`src/rtl/serial_adder_if.sv`:
```
// Handshake and data bundle between a serial_adder and its requester.
// The sub line exists only when SERIAL_ADDER_SUB_EN is defined.
interface serial_adder_if #(
    parameter int unsigned WIDTH = 8
);
    logic             start;
    logic [WIDTH-1:0] a;
    logic [WIDTH-1:0] b;
    logic             cin;
`ifdef SERIAL_ADDER_SUB_EN
    logic             sub;
`endif
    logic             busy;
    logic             done;
    logic [WIDTH-1:0] s;
    logic             cout;

`ifdef SERIAL_ADDER_SUB_EN
    modport master (output start, a, b, cin, sub, input busy, done, s, cout);
    modport slave  (input start, a, b, cin, sub, output busy, done, s, cout);
`else
    modport master (output start, a, b, cin, input busy, done, s, cout);
    modport slave  (input start, a, b, cin, output busy, done, s, cout);
`endif
endinterface

```
`src/rtl/serial_adder.sv`:
```
// Bit-serial adder: one full-adder cell and a carry flop, LSB first, WIDTH clocks per operation.
// Define SERIAL_ADDER_SUB_EN to add a subtract mode (a + ~b + 1) selected by bus.sub.
module serial_adder #(
    parameter int unsigned WIDTH = 8
) (
    input logic          clk,
    input logic          rst,
    serial_adder_if.slave bus
);
    localparam int unsigned     CntW    = (WIDTH > 1) ? $clog2(WIDTH) : 1;
    localparam logic [CntW-1:0] LastIdx = CntW'(WIDTH - 1);

    localparam logic [1:0] StIdle = 2'd0;
    localparam logic [1:0] StRun  = 2'd1;
    localparam logic [1:0] StDone = 2'd2;

    logic [1:0]       state_q, state_d;
    logic [CntW-1:0]  cnt_q, cnt_d;
    logic [WIDTH-1:0] a_q, a_d;
    logic [WIDTH-1:0] b_q, b_d;
    logic [WIDTH-1:0] res_q, res_d;
    logic [WIDTH-1:0] s_q, s_d;
    logic             carry_q, carry_d;
    logic             cout_q, cout_d;

    logic             accept;
    logic             last;
    logic [WIDTH-1:0] b_load;
    logic             c_load;
    logic             h_sum, h_carry, sum_bit, maj;
    logic [WIDTH:0]   res_shift;

`ifdef SERIAL_ADDER_SUB_EN
    // Subtraction is a + ~b + 1: invert b on load and force the initial carry.
    assign b_load = bus.sub ? ~bus.b : bus.b;
    assign c_load = bus.sub | bus.cin;
`else
    assign b_load = bus.b;
    assign c_load = bus.cin;
`endif

    // Requests are only honoured outside RUN, so operands never change mid-operation.
    assign accept = (state_q != StRun) && bus.start;
    assign last   = (cnt_q == LastIdx);

    // Full adder built from two half adders.
    assign h_sum     = a_q[0] ^ b_q[0];
    assign h_carry   = a_q[0] & b_q[0];
    assign sum_bit   = h_sum ^ carry_q;
    assign maj       = h_carry | (h_sum & carry_q);
    assign res_shift = {sum_bit, res_q};

    always_comb begin
        state_d = state_q;
        cnt_d   = cnt_q;
        a_d     = a_q;
        b_d     = b_q;
        res_d   = res_q;
        s_d     = s_q;
        carry_d = carry_q;
        cout_d  = cout_q;

        if (accept) begin
            state_d = StRun;
            a_d     = bus.a;
            b_d     = b_load;
            carry_d = c_load;
            cnt_d   = '0;
        end else if (state_q == StRun) begin
            carry_d = maj;
            a_d     = a_q >> 1;
            b_d     = b_q >> 1;
            res_d   = res_shift[WIDTH:1];
            if (last) begin
                state_d = StDone;
                s_d     = res_shift[WIDTH:1];
                cout_d  = maj;
            end else begin
                cnt_d = cnt_q + CntW'(1);
            end
        end else begin
            state_d = StIdle;
        end
    end

    always_ff @(posedge clk) begin
        if (rst) begin
            state_q <= StIdle;
            cnt_q   <= '0;
            a_q     <= '0;
            b_q     <= '0;
            res_q   <= '0;
            s_q     <= '0;
            carry_q <= 1'b0;
            cout_q  <= 1'b0;
        end else begin
            state_q <= state_d;
            cnt_q   <= cnt_d;
            a_q     <= a_d;
            b_q     <= b_d;
            res_q   <= res_d;
            s_q     <= s_d;
            carry_q <= carry_d;
            cout_q  <= cout_d;
        end
    end

    assign bus.busy = (state_q == StRun);
    assign bus.done = (state_q == StDone);
    assign bus.s    = s_q;
    assign bus.cout = cout_q;
endmodule

```
`src/flat_wrapper.sv`:
```
// flat-port wrapper written by rule: the top's interface ports become plain ports
module serial_adder_flat 
#(
    parameter int unsigned WIDTH = 8
)
  (clk, rst, bus_start, bus_a, bus_b, bus_cin, bus_busy, bus_done, bus_s, bus_cout);
  serial_adder_if #(.WIDTH(WIDTH)) bus_i ();
  input logic clk;
  input logic rst;
  input wire logic [$bits(bus_i.start)-1:0] bus_start;
  input wire logic [$bits(bus_i.a)-1:0] bus_a;
  input wire logic [$bits(bus_i.b)-1:0] bus_b;
  input wire logic [$bits(bus_i.cin)-1:0] bus_cin;
  output wire logic [$bits(bus_i.busy)-1:0] bus_busy;
  output wire logic [$bits(bus_i.done)-1:0] bus_done;
  output wire logic [$bits(bus_i.s)-1:0] bus_s;
  output wire logic [$bits(bus_i.cout)-1:0] bus_cout;
  assign bus_i.start = bus_start;
  assign bus_i.a = bus_a;
  assign bus_i.b = bus_b;
  assign bus_i.cin = bus_cin;
  assign bus_busy = bus_i.busy;
  assign bus_done = bus_i.done;
  assign bus_s = bus_i.s;
  assign bus_cout = bus_i.cout;
  serial_adder #(.WIDTH(WIDTH)) u_core (.clk(clk), .rst(rst), .bus(bus_i));
endmodule
```
`config.mk`:
```
export PLATFORM = sky130hd
export DESIGN_NAME = serial_adder_flat
export DESIGN_NICKNAME = d
export VERILOG_FILES = /design/src/rtl/serial_adder_if.sv /design/src/rtl/serial_adder.sv /design/src/flat_wrapper.sv
export SDC_FILE = /design/constraint.sdc
export NUM_CORES = 1
export LEC_CHECK = 0
export ABC_CLOCK_PERIOD_IN_PS = 2900
export BUFFER_PORTS_ARGS = -buffer_cell sky130_fd_sc_hd__buf_4
export CELL_PAD_IN_SITES_DETAIL_PLACEMENT = 1
export CELL_PAD_IN_SITES_GLOBAL_PLACEMENT = 2
export CORE_MARGIN = 3
export CORE_UTILIZATION = 35
export CTS_CLUSTER_SIZE = 10
export DETAILED_ROUTE_END_ITERATION = 12
export PLACE_DENSITY_LB_ADDON = 0.1
export SETUP_SLACK_MARGIN = 0.5
export SLEW_MARGIN = 20
export SYNTH_ARGS = -nofsm -noshare
export SYNTH_HDL_FRONTEND = slang
export SYNTH_SLANG_ARGS = --single-unit
```
`constraint.sdc`:
```
create_clock -name clk -period 2.9 [get_ports clk]
set_input_delay 0.29 -clock clk [delete_from_list [all_inputs] [get_ports clk]]
set_output_delay 0.29 -clock clk [all_outputs]
set_load 0.02 [all_outputs]
```
==> impl_metrics.json <==
{
  "start_util_pct": 37.7,
  "ioPinCount": 31,
  "maxCapViolations": 0,
  "grt_pass1_vias": 1377,
  "path_class": "register to output port",
  "grt_antenna_before_repair": 0,
  "hp-class": "input pin to register",
  "die_w_um": 73.0,
  "root_buffer": "clkbuf_8",
  "register_area_um2": 761,
  "fmax_mhz": 513,
  "cp-end-kind": "output port",
  "vdd_drop_max_v": 0.000284,
  "cp_max_fo": 16,
  "cts_setup_buffers": 0,
  "multi_input_comb_area_um2": 711,
  "path_clk_slew_ns": 0.07,
  "cpPeakStageDelay_ns": 0.52,
  "worst_pin_slew_ns": 0.611,
  "htreeDepth": 2,
  "gp_congestion": 0.741,
  "arrival_ns": 1.66,
  "routed_wl_um": 3680,
  "track_usage_pct": 15.3,
  "drtPass1Iterations": 4,
  "syn-cell-area_um2": 1570,
  "slew_viol_final": 0,
  "synth_compound_area_share_pct": 15.8,
  "die_h_um": 73.0,
  "synthMuxAreaShare_pct": 10.8,
  "worstSetupStartpointType": "register",
  "drt_iter0_markers": 37,
  "yosys_warnings": 0,
  "cts_tree": "done",
  "drtAntennaViolNets": 0,
  "synth_top_family_by_area": "compound AO/OA/AOI/OAI gates",
  "synth.distinct_cells": 25,
  "synthArstFlopShare_pct": 0,
  "ctsHoldBuffers": 0,
  "antenna_cells": 0,
  "synthFlopType": "dfxtp_1",
  "slowest_stage": "nand2b_1",
  "grt.overflow.total": 0,
  "cts_made_buffers": 5,
  "via_per_inst": 5.16,
  "tns_ns": 0,
  "worstPathCellList": "nand2b_1 -> inv_2 -> buf_4",
  "ys_seq_area_share_pct": 48.4,
  "syn_inst": 169,
  "powerDensity_nw_per_um2": 557,
  "period_minus_slack_ns": 1.95,
  "synth_seq_cells": 38,
  "syn_avg_cell_area_um2": 9.30,
  "grt_max_degree": 39,
  "grt_setup_unrepaired": "no",
  "max_slew_margin_pct": 59.2,
  "die_area_um2": 5330,
  "syn2layout_area_growth_pct": 19.2,
  "rows": 23,
  "cts_resized": 0,
  "synth-edff-count": 0,
  "drive_gt1_share_pct": 21.3,
  "n_fill_cell": 500,
  "synthAdderAreaFrac_pct": 2.87,
  "leakage_nw": 0.779,
  "syn-num-nets": 192,
  "clk_latency_ns": 0.29,
  "route.detailed.drc": 0,
  "cts_sinks": 38,
  "finalCritPeriodShare_pct": 67.3,
  "clockBufferDepth": 2,
  "hold_viol": 0,
  "avgRoutedWirePerCell_um": 14.9,
  "port_buffers": 30,
  "hpwl_um": 2490,
  "cp.required_ns": 2.61,
  "core_area_um2": 4170,
  "fin_skew_ns": 0.00411,
  "final-setup-viol-count": 0,
  "grt_pass1_wl_um": 6270,
  "synthSimpleGateAreaFrac_pct": 15.7,
  "fin_nets": 219,
  "via_count": 1275,
  "status": "finished clean",
  "synth_xor_area_share_pct": 0,
  "finalPower_mw": 1.04
}
layout by cell type, fill, tap and decap left out, drive strengths merged:
master	n
a21oi	19
clkbuf	7
nor4b	1
ha	2
a31oi	1
nand3b	1
nand2	35
fa	1
nand2b	1
a211oi	16
a32oi	2
nor2b	1
clkinv	1
and3b	1
nor2	16
mux2i	17
buf	32
nor3b	1
nor3	2
inv	2
dfxtp	38
critical path: cells and delay by family, from the launching register on:
family | cells | cell delay, ns
AND/OR/NAND/NOR | 1 | 0.52
buffers and inverters | 2 | 0.44
flip-flops | 1 | 0.40
cell type report:
| cell class | count | share of cell area, % |
|---|---|---|
| clock buffers | 7 | 4.61 |
| well taps | 50 | 3.34 |
| inverters | 2 | 0.401 |
| flip-flops and latches | 38 | 40.6 |
| repair buffers | 32 | 12.8 |
| multi-input cells | 117 | 37.9 |
| clock inverters | 1 | 0.267 |
cell families after synthesis:
kind of cell               Yosys count
AOI/OAI and AO/OA                   38
buffers and inverters               14
muxes                               17
DFF                                 38
adders and majority gates            3
and+or+nand+nor                     59
through the flow:
step	setup WS [ns]	std cells	utilization (%)	hold slack, ns	cell area, um2
5_1_grt	0.776	247	44.9	0.341	1870
6_report	0.949	247	44.9	0.299	1870
3_3_place_gp	1.34	239	42.7	0.443	1780
4_1_cts	0.895	247	44.9	0.301	1870
2_1_floorplan	1.59	169	-	0.432	1570
3_5_place_dp	1.23	239	42.7	0.451	1780
cells in the mapped netlist, types with 2 or more instances:
library cell  number  area, um2
nor3_1             2       10.0
ha_1               2       25.0
a32oi_1            2       17.5
buf_6              5       56.3
a211oi_2           2       25.0
buf_4              2       15.0
a211oi_1          14        105
nor2_1            16       60.1
clkbuf_1           2       7.51
buf_2              2       10.0
mux2i_1           17        170
dfxtp_1           38        761
a21oi_1           19       95.1
nand2_1           35        131
path summary, 6_finish.rpt:
path	slack (ns)	end	startpoint	cells past startpoint
min	0.30	u_core.a_q[7]	bus_a[7]	3
max reg2reg	1.27	u_core.b_q[3]	u_core.state_q[1]	4
max	0.95	bus_busy	u_core.state_q[1]	3
min reg2reg	0.46	u_core.bus.s[0]	u_core.res_q[1]	2
per-layer routing:
metal,up-vias,GRT usage [%],share of wire [%]
met4,0,6.35,1.4
met3,4,4.82,4.2
li1,635,-,-
met2,24,25.3,49
met5,-,0,0
met1,612,18.1,46
sequential cells by signal, summed over array words and instances (netlist names):
register         flops
u_core.a_q           8
u_core.b_q           8
u_core.bus.s         8
u_core.res_q         7
u_core.cnt_q         3
u_core.state_q       2
u_core.bus.cout      1
u_core.carry_q       1
power by group:
group | internal [mW] | leakage [nW] | switching (mW)
registers | 0.546 | 0.311 | 0.0164
logic | 0.0511 | 0.420 | 0.0576
clock network | 0.192 | 0.0482 | 0.180
total | 0.789 | 0.779 | 0.253
Power figures use the tool's default switching activity.
